--- config.mk ---
export PLATFORM = sky130hd
export DESIGN_NAME = trap_ctrl_flat
export DESIGN_NICKNAME = d
export VERILOG_FILES = /design/src/rtl/trap_ctrl_pkg.sv /design/src/rtl/trap_ctrl_if.sv /design/src/rtl/trap_ctrl_irq_prio.sv /design/src/rtl/trap_ctrl.sv /design/src/flat_wrapper.sv
export SDC_FILE = /design/constraint.sdc
export NUM_CORES = 1
export LEC_CHECK = 0
export CAP_MARGIN = 20
export CELL_PAD_IN_SITES_DETAIL_PLACEMENT = 1
export CELL_PAD_IN_SITES_GLOBAL_PLACEMENT = 2
export CORE_MARGIN = 2
export CORE_UTILIZATION = 25
export DETAILED_ROUTE_END_ITERATION = 10
export PLACE_DENSITY = 0.8
export SYNTH_ARGS = -nofsm -noshare
export SYNTH_HDL_FRONTEND = slang
export SYNTH_SLANG_ARGS = --single-unit
--- constraint.sdc ---
create_clock -name clk -period 8.7 [get_ports clk]
set_clock_uncertainty 0.1 [all_clocks]
set_input_delay 2.175 -clock clk [delete_from_list [all_inputs] [get_ports clk]]
set_output_delay 2.175 -clock clk [all_outputs]
set_load 0.01 [all_outputs]
--- src/rtl/trap_ctrl_pkg.sv ---
// Shared types for the trap controller: FSM states, trap kinds, interrupt codes
// and the side-effect command sent to the CSR file.
package trap_ctrl_pkg;

  localparam int XLEN = 32;

  typedef logic [XLEN-1:0] gpreg_t;

  typedef enum logic [1:0] {
    IDLE,
    DRAIN,
    COMMIT,
    REDIRECT
  } trap_state_t;

  typedef enum logic [1:0] {
    KIND_EX,
    KIND_IRQ,
    KIND_RET
  } trap_kind_t;

  typedef enum logic [1:0] {
    CSR_EFF_NONE,
    CSR_EFF_EX,
    CSR_EFF_RET
  } csr_eff_t;

  localparam logic [4:0] IRQ_MSI = 5'd3;
  localparam logic [4:0] IRQ_MTI = 5'd7;
  localparam logic [4:0] IRQ_MEI = 5'd11;

  typedef struct packed {
    csr_eff_t t;
    gpreg_t   src;
    gpreg_t   epc;
    gpreg_t   tval;
  } csr_effect;

  // mcause encoding for an interrupt: top bit marks it as asynchronous.
  function automatic gpreg_t irq_src(input logic [4:0] code);
    return {1'b1, 26'b0, code};
  endfunction

endpackage

--- src/rtl/trap_ctrl_if.sv ---
// Bundle of commit-stage, CSR-file and fetch-redirect signals around the trap controller.
interface trap_ctrl_if;
  import trap_ctrl_pkg::*;

  logic       ex_valid;
  logic       ex_ready;
  logic [4:0] ex_cause;
  gpreg_t     ex_epc;
  gpreg_t     ex_tval;
  logic       ret_valid;
  logic       ret_ready;
  logic       irq_mei;
  logic       irq_msi;
  logic       irq_mti;
  logic       csr_mie_g;
  logic       csr_meie;
  logic       csr_msie;
  logic       csr_mtie;
  gpreg_t     csr_mtvec;
  gpreg_t     csr_mepc;
  gpreg_t     commit_pc;
  logic       pipe_idle;
  csr_effect  effect;
  logic       flush;
  logic       redir_valid;
  logic       redir_ready;
  gpreg_t     redir_pc;

  modport master (
    output ex_valid, ex_cause, ex_epc, ex_tval, ret_valid,
           irq_mei, irq_msi, irq_mti,
           csr_mie_g, csr_meie, csr_msie, csr_mtie, csr_mtvec, csr_mepc,
           commit_pc, pipe_idle, redir_ready,
    input  ex_ready, ret_ready, effect, flush, redir_valid, redir_pc
  );

  modport slave (
    input  ex_valid, ex_cause, ex_epc, ex_tval, ret_valid,
           irq_mei, irq_msi, irq_mti,
           csr_mie_g, csr_meie, csr_msie, csr_mtie, csr_mtvec, csr_mepc,
           commit_pc, pipe_idle, redir_ready,
    output ex_ready, ret_ready, effect, flush, redir_valid, redir_pc
  );

endinterface

--- src/rtl/trap_ctrl_irq_prio.sv ---
// Interrupt enable masking and fixed-priority selection: MEI > MSI > MTI.
module irq_prio
  import trap_ctrl_pkg::*;
(
  input  logic       irq_mei,
  input  logic       irq_msi,
  input  logic       irq_mti,
  input  logic       csr_mie_g,
  input  logic       csr_meie,
  input  logic       csr_msie,
  input  logic       csr_mtie,
  output logic       pending,
  output logic [4:0] code
);

  logic mei_act;
  logic msi_act;
  logic mti_act;

  assign mei_act = irq_mei & csr_meie;
  assign msi_act = irq_msi & csr_msie;
  assign mti_act = irq_mti & csr_mtie;

  assign pending = csr_mie_g & (mei_act | msi_act | mti_act);
  assign code    = mei_act ? IRQ_MEI :
                   msi_act ? IRQ_MSI : IRQ_MTI;

endmodule

--- src/rtl/trap_ctrl.sv ---
// Trap sequencer: accepts exceptions, MRET and interrupts, drains the pipe,
// issues one CSR side-effect, then redirects fetch.
//
// state    | meaning
// IDLE     | ready for ex / ret / interrupt, no flush
// DRAIN    | trap latched, waiting for pipe_idle
// COMMIT   | one cycle, effect presented to CSR file
// REDIRECT | redir_valid held until fetch takes redir_pc
module trap_ctrl
  import trap_ctrl_pkg::*;
(
  input logic        clk,
  input logic        rst,
  trap_ctrl_if.slave bus
);

  trap_state_t state;
  trap_kind_t  kind;
  gpreg_t      src_q;
  gpreg_t      epc_q;
  gpreg_t      tval_q;
  gpreg_t      redir_pc_q;
  csr_effect   effect_q;
  logic        redir_valid_q;
  logic        irq_pending;
  logic [4:0]  irq_code;

  irq_prio u_irq_prio (
    .irq_mei   (bus.irq_mei),
    .irq_msi   (bus.irq_msi),
    .irq_mti   (bus.irq_mti),
    .csr_mie_g (bus.csr_mie_g),
    .csr_meie  (bus.csr_meie),
    .csr_msie  (bus.csr_msie),
    .csr_mtie  (bus.csr_mtie),
    .pending   (irq_pending),
    .code      (irq_code)
  );

  always_ff @(posedge clk or posedge rst) begin
    if (rst) begin
      state         <= IDLE;
      kind          <= KIND_EX;
      src_q         <= '0;
      epc_q         <= '0;
      tval_q        <= '0;
      redir_pc_q    <= '0;
      effect_q      <= '0;
      redir_valid_q <= 1'b0;
    end else begin
      case (state)
        IDLE: begin
          if (bus.ex_valid) begin
            kind   <= KIND_EX;
            src_q  <= {27'b0, bus.ex_cause};
            epc_q  <= bus.ex_epc;
            tval_q <= bus.ex_tval;
            state  <= DRAIN;
          end else if (bus.ret_valid) begin
            kind   <= KIND_RET;
            src_q  <= '0;
            epc_q  <= '0;
            tval_q <= '0;
            state  <= DRAIN;
          end else if (irq_pending) begin
            // Sources are captured here, so a line dropping later has no effect.
            kind   <= KIND_IRQ;
            src_q  <= irq_src(irq_code);
            epc_q  <= bus.commit_pc;
            tval_q <= '0;
            state  <= DRAIN;
          end
        end
        DRAIN: begin
          if (bus.pipe_idle) begin
            effect_q.t    <= (kind == KIND_RET) ? CSR_EFF_RET : CSR_EFF_EX;
            effect_q.src  <= src_q;
            effect_q.epc  <= epc_q;
            effect_q.tval <= tval_q;
            state         <= COMMIT;
          end
        end
        COMMIT: begin
          effect_q      <= '0;
          redir_pc_q    <= (kind == KIND_RET) ? bus.csr_mepc : bus.csr_mtvec;
          redir_valid_q <= 1'b1;
          state         <= REDIRECT;
        end
        REDIRECT: begin
          if (bus.redir_ready) begin
            redir_valid_q <= 1'b0;
            state         <= IDLE;
          end
        end
        default: state <= IDLE;
      endcase
    end
  end

  assign bus.ex_ready    = (state == IDLE);
  assign bus.ret_ready   = (state == IDLE);
  assign bus.flush       = (state != IDLE);
  assign bus.effect      = effect_q;
  assign bus.redir_valid = redir_valid_q;
  assign bus.redir_pc    = redir_pc_q;

endmodule

--- src/flat_wrapper.sv ---
// flat-port wrapper written by rule: the top's interface ports become plain ports
module trap_ctrl_flat import trap_ctrl_pkg::*;
  (clk, rst, bus_ex_valid, bus_ex_cause, bus_ex_epc, bus_ex_tval, bus_ret_valid, bus_irq_mei, bus_irq_msi, bus_irq_mti, bus_csr_mie_g, bus_csr_meie, bus_csr_msie, bus_csr_mtie, bus_csr_mtvec, bus_csr_mepc, bus_commit_pc, bus_pipe_idle, bus_redir_ready, bus_ex_ready, bus_ret_ready, bus_effect, bus_flush, bus_redir_valid, bus_redir_pc);
  trap_ctrl_if bus_i ();
  input logic clk;
  input logic rst;
  input wire logic [$bits(bus_i.ex_valid)-1:0] bus_ex_valid;
  input wire logic [$bits(bus_i.ex_cause)-1:0] bus_ex_cause;
  input wire logic [$bits(bus_i.ex_epc)-1:0] bus_ex_epc;
  input wire logic [$bits(bus_i.ex_tval)-1:0] bus_ex_tval;
  input wire logic [$bits(bus_i.ret_valid)-1:0] bus_ret_valid;
  input wire logic [$bits(bus_i.irq_mei)-1:0] bus_irq_mei;
  input wire logic [$bits(bus_i.irq_msi)-1:0] bus_irq_msi;
  input wire logic [$bits(bus_i.irq_mti)-1:0] bus_irq_mti;
  input wire logic [$bits(bus_i.csr_mie_g)-1:0] bus_csr_mie_g;
  input wire logic [$bits(bus_i.csr_meie)-1:0] bus_csr_meie;
  input wire logic [$bits(bus_i.csr_msie)-1:0] bus_csr_msie;
  input wire logic [$bits(bus_i.csr_mtie)-1:0] bus_csr_mtie;
  input wire logic [$bits(bus_i.csr_mtvec)-1:0] bus_csr_mtvec;
  input wire logic [$bits(bus_i.csr_mepc)-1:0] bus_csr_mepc;
  input wire logic [$bits(bus_i.commit_pc)-1:0] bus_commit_pc;
  input wire logic [$bits(bus_i.pipe_idle)-1:0] bus_pipe_idle;
  input wire logic [$bits(bus_i.redir_ready)-1:0] bus_redir_ready;
  output wire logic [$bits(bus_i.ex_ready)-1:0] bus_ex_ready;
  output wire logic [$bits(bus_i.ret_ready)-1:0] bus_ret_ready;
  output wire logic [$bits(bus_i.effect)-1:0] bus_effect;
  output wire logic [$bits(bus_i.flush)-1:0] bus_flush;
  output wire logic [$bits(bus_i.redir_valid)-1:0] bus_redir_valid;
  output wire logic [$bits(bus_i.redir_pc)-1:0] bus_redir_pc;
  assign bus_i.ex_valid = bus_ex_valid;
  assign bus_i.ex_cause = bus_ex_cause;
  assign bus_i.ex_epc = bus_ex_epc;
  assign bus_i.ex_tval = bus_ex_tval;
  assign bus_i.ret_valid = bus_ret_valid;
  assign bus_i.irq_mei = bus_irq_mei;
  assign bus_i.irq_msi = bus_irq_msi;
  assign bus_i.irq_mti = bus_irq_mti;
  assign bus_i.csr_mie_g = bus_csr_mie_g;
  assign bus_i.csr_meie = bus_csr_meie;
  assign bus_i.csr_msie = bus_csr_msie;
  assign bus_i.csr_mtie = bus_csr_mtie;
  assign bus_i.csr_mtvec = bus_csr_mtvec;
  assign bus_i.csr_mepc = bus_csr_mepc;
  assign bus_i.commit_pc = bus_commit_pc;
  assign bus_i.pipe_idle = bus_pipe_idle;
  assign bus_i.redir_ready = bus_redir_ready;
  assign bus_ex_ready = bus_i.ex_ready;
  assign bus_ret_ready = bus_i.ret_ready;
  assign bus_effect = bus_i.effect;
  assign bus_flush = bus_i.flush;
  assign bus_redir_valid = bus_i.redir_valid;
  assign bus_redir_pc = bus_i.redir_pc;
  trap_ctrl u_core (.clk(clk), .rst(rst), .bus(bus_i));
endmodule
==> impl.org <==
** Logic synthesis
- Number of warning messages in the yosys log :: 0
- Of the synthesized area, sequential elements account for 0.564.
- Top cell type by total area after synthesis :: dfrtp_1
- Post-synthesis average cell area :: around 9.7 sq um
- Cell types occupying the most area after synthesis :: dfrtp_1 56%, nand2_1 8.4%, o21ai_0 8.2%
- Cells after Synth :: between 800 and 900
- Distinct cell type count of the synthesized netlist :: 30
- The cell area that synthesis handed to floorplanning was approximately 0.008 sq mm.
- Synthesis inferred around 180 register bits.
- Fraction of post-synthesis cell area in the top cell type by area :: 0.564

** Setup path
- In this run the worst path has a maximum fanout of 80.
- Critical-path cell list :: buf_2, buf_4, a211o_1, o221ai_4, buf_4, buf_4, o21ai_0
- For flop-to-flop paths, the worst setup slack is ~5.8 ns.
- The worst setup path is launched from an input port.
- Worst Path Arrival :: about 4.7 ns
- Critical Path End Type :: register
- Maximum single-stage delay on the critical path :: 0.70 ns
- Cell count of the worst reg-to-reg path :: 6
- At the worst endpoint, the required time is 8.86 ns.
- Worst setup path class :: input port to register
- Reg-to-reg startpoint :: u_core.state[0]
- The slowest stage of the critical path belongs to the cell buf_4.
- Endpoint of the most critical register-to-register path :: u_core.bus.effect[41]
- Cell type with the highest occurrence count on the critical path :: buf_4
- Tracing the worst setup path back leads to its startpoint at bus_ex_valid.

** Hold path
- Worst Hold Launch :: u_core.bus.effect[33]
- The path with the worst hold slack has its endpoint at u_core.bus.effect[33].
- Counting instances, the worst hold path has a depth of 2.
- Worst Hold Class :: register to register

** Placement
- Detailed placement finished with a half-perimeter wire length of 16800 microns.
- Number of I/O port buffers :: ~290
- Routability-driven placement finished with a final weighted congestion of about 0.71.

** Timing
- Fraction of the cycle the final worst path needs :: 0.520
- Max Fclk :: 0.221 GHz
- Fin. max-slew vios :: 0
- Total Neg Setup Slack :: 0 ns
- Transition time at the pin with the least slew margin :: roughly 0.85 ns
- Period minus WS final :: between 4 and 5 ns
- Setup violations remaining at the end of the flow were counted as 0.
- Worst slew margin relative to its limit :: 0.433
- Final Hold Viols :: 0
- Unrepaired setup endpoints after global routing :: no
- The tightest hold path in the finished design has a slack of 0.378 ns.

** Job
- Max cap viols :: 0

** Drt
- Routed wirelength normalized by instance count :: roughly 16 microns
- For this run, the detailed router's first-pass iteration total came to 4.
- In this run the remaining antenna-violating nets after routing total 0.
- Number of DRC markers after the initial detailed-route iteration :: 217
- Across all layers, the routed design uses about 6400 vias.
- After detailed routing, the number of remaining DRC violations is 0.
- Dividing the detail-routed via count by the number of cells gives roughly 4.3.
- Total wire length :: between 20000 and 25000 microns

** Layout
- The library cell used most frequently in the layout, excluding fill and tap cells, is clkdlybuf4s50_1.
- Area Growth Syn to Fin :: 45.7%
- After the last flow step, the layout net total stands at about 1300.
- Number of inserted filler cells in the final layout :: ~3600
- Leaving out fill and tap cells, the most frequent cells in the layout are 284 x clkdlybuf4s50_1, 178 x dfrtp_1, 176 x nand2_1.
- Of the cells placed in the final design, the portion with a size suffix greater than 1 is 0.0454.

** Global routing
- The via count of the first global-routing pass was around 6600.
- After global routing the overflow that remains totals 0.
- All-Layer GR Usage :: 0.147
- Wire length of the first global-routing pass :: between 30000 and 40000 microns
- Antenna violations before repair :: 1
- Entering global routing, the biggest net connects roughly 120 pins.

** Clock network
- Clock latency on the worst-skew pair :: around 0.42 ns
- H-tree depth :: 4
- TritonCTS built the clock tree.
- In this run the post-CTS setup repair buffer count came out at 0.
- Clock Sinks :: around 180
- The number of hold buffers added after CTS was 0.
- After clock tree synthesis, the clock-pin slew on the worst setup and hold paths is 0.07 ns.
- Count of instances resized after the clock tree is built :: 0
- In this run the clock root is driven by a clkbuf_16.
- The clock passes through at most 2 buffers.
- Number of buffers created by CTS :: 17

** Power and ir drop
- IR analysis of the VDD net gives a maximum drop of around 0.13 mV.
- Total chip power :: 3570 uW
- Leakage power figure :: 0.00478 uW
- Power density of the placed cells :: approximately 310 mW/mm^2

** Die
- Die boundary width :: ~180 microns
- For this configuration, the core starts out at a cell density of 0.252.
- The die is around 180 microns tall.
- Row cnt :: 65
- Full die area :: 0.0330 sq mm
- Pin placement for this block handled ~310 I/O pins.
- In this run the standard cell core region covers around 0.031 sq mm.

** Run status
- The run finished with clean final reports.
==> cell type report <==
type,instances,area (sq um),area share
Antenna cell,1,2.50,0.000218
Clock buffer,20,457,0.0397
Clock inverter,12,114,0.00990
Inverter,6,30.0,0.00261
Multi-Input combinational cell,570,3030,0.263
Sequential cell,178,4450,0.387
Tap cell,402,503,0.0437
Timing Repair Buffer,294,2920,0.253
==> kinds of logic after synthesis <==
family | Yosys count | share of synthesized area
AND/OR/NAND/NOR | 286 | 0.160
AO/OA/AOI/OAI | 218 | 0.154
flip-flops | 178 | 0.564
buffers and inverters | 93 | 0.0686
multiplexers | 35 | 0.0445
adder cells (fa/ha/maj) | 5 | 0.00793
other | 1 | 0.000475
==> per-layer routing <==
layer	GRT usage	routed length, microns
met5	0	0
met4	0.0442	426
met1	0.185	10700
met2	0.244	11200
met3	0.0417	1710
==> critical path, delay by kind of cell <==
family | cells | cell delay (ns)
buffers and inverters | 4 | 1.63
AOI/OAI and AO/OA | 3 | 0.83
==> Yosys cell counts <==
library cell  number
nor2_1            35
o21ai_1           12
clkbuf_1          34
dfrtp_1          178
buf_6             10
o2bb2ai_1          1
a22o_1             1
mux2_2             1
nor3b_1            1
buf_2             12
o221ai_4           1
nor2b_1            1
o22ai_1            1
mux2i_1           34
nand2_1          176
a32oi_1            1
or2_4              1
o21ai_0          130
ha_1               5
nand2b_1          72
buf_4             27
a222oi_1           1
conb_1             1
buf_1              3
a211o_1            1
a21oi_1           37
clkbuf_2           1
inv_1              6
a22oi_1           31
o31ai_1            1
==> report_power, final <==
group | leakage, uW | internal, uW | switching (uW) | total [uW]
combinational | 0.00225 | 683 | 804 | 1490
clock | 0.000280 | 395 | 363 | 758
sequential | 0.00226 | 1150 | 172 | 1320
==> through the flow <==
| step | setup slack [ns] | area (sq um) | util | std cells |
|---|---|---|---|---|
| after floorplan | 1.59 | 7990 | - | 841 |
| after global placement | 3.75 | 10900 | 0.349 | 1450 |
| after CTS | 4.08 | 11500 | 0.367 | 1482 |
| after global routing | 3.88 | 11500 | 0.367 | 1482 |
| final | 4.17 | 11500 | 0.367 | 1483 |
| after detailed placement | 3.62 | 10900 | 0.349 | 1450 |
==> sequential cells by signal, indices dropped and copies added, names as in the netlist <==
signal and flops:
u_core.tval_q 32, u_core.kind 2, u_core.bus.effect 72, u_core.bus.redir_pc 32
u_core.src_q 5, u_core.epc_q 32, u_core.bus.redir_valid 1, u_core.state 2
==> worst max path at each step <==
stage	endpoint	slack [ns]	depth (start not counted)
after CTS	u_core.tval_q[8]	4.08	7
after global placement	u_core.tval_q[22]	3.75	7
after floorplan	u_core.bus.effect[0]	1.59	1
final	u_core.tval_q[20]	4.17	7
after global routing	u_core.tval_q[8]	3.88	7
after detailed placement	u_core.tval_q[8]	3.62	7
No activity file was read; power rests on OpenSTA's default activity.
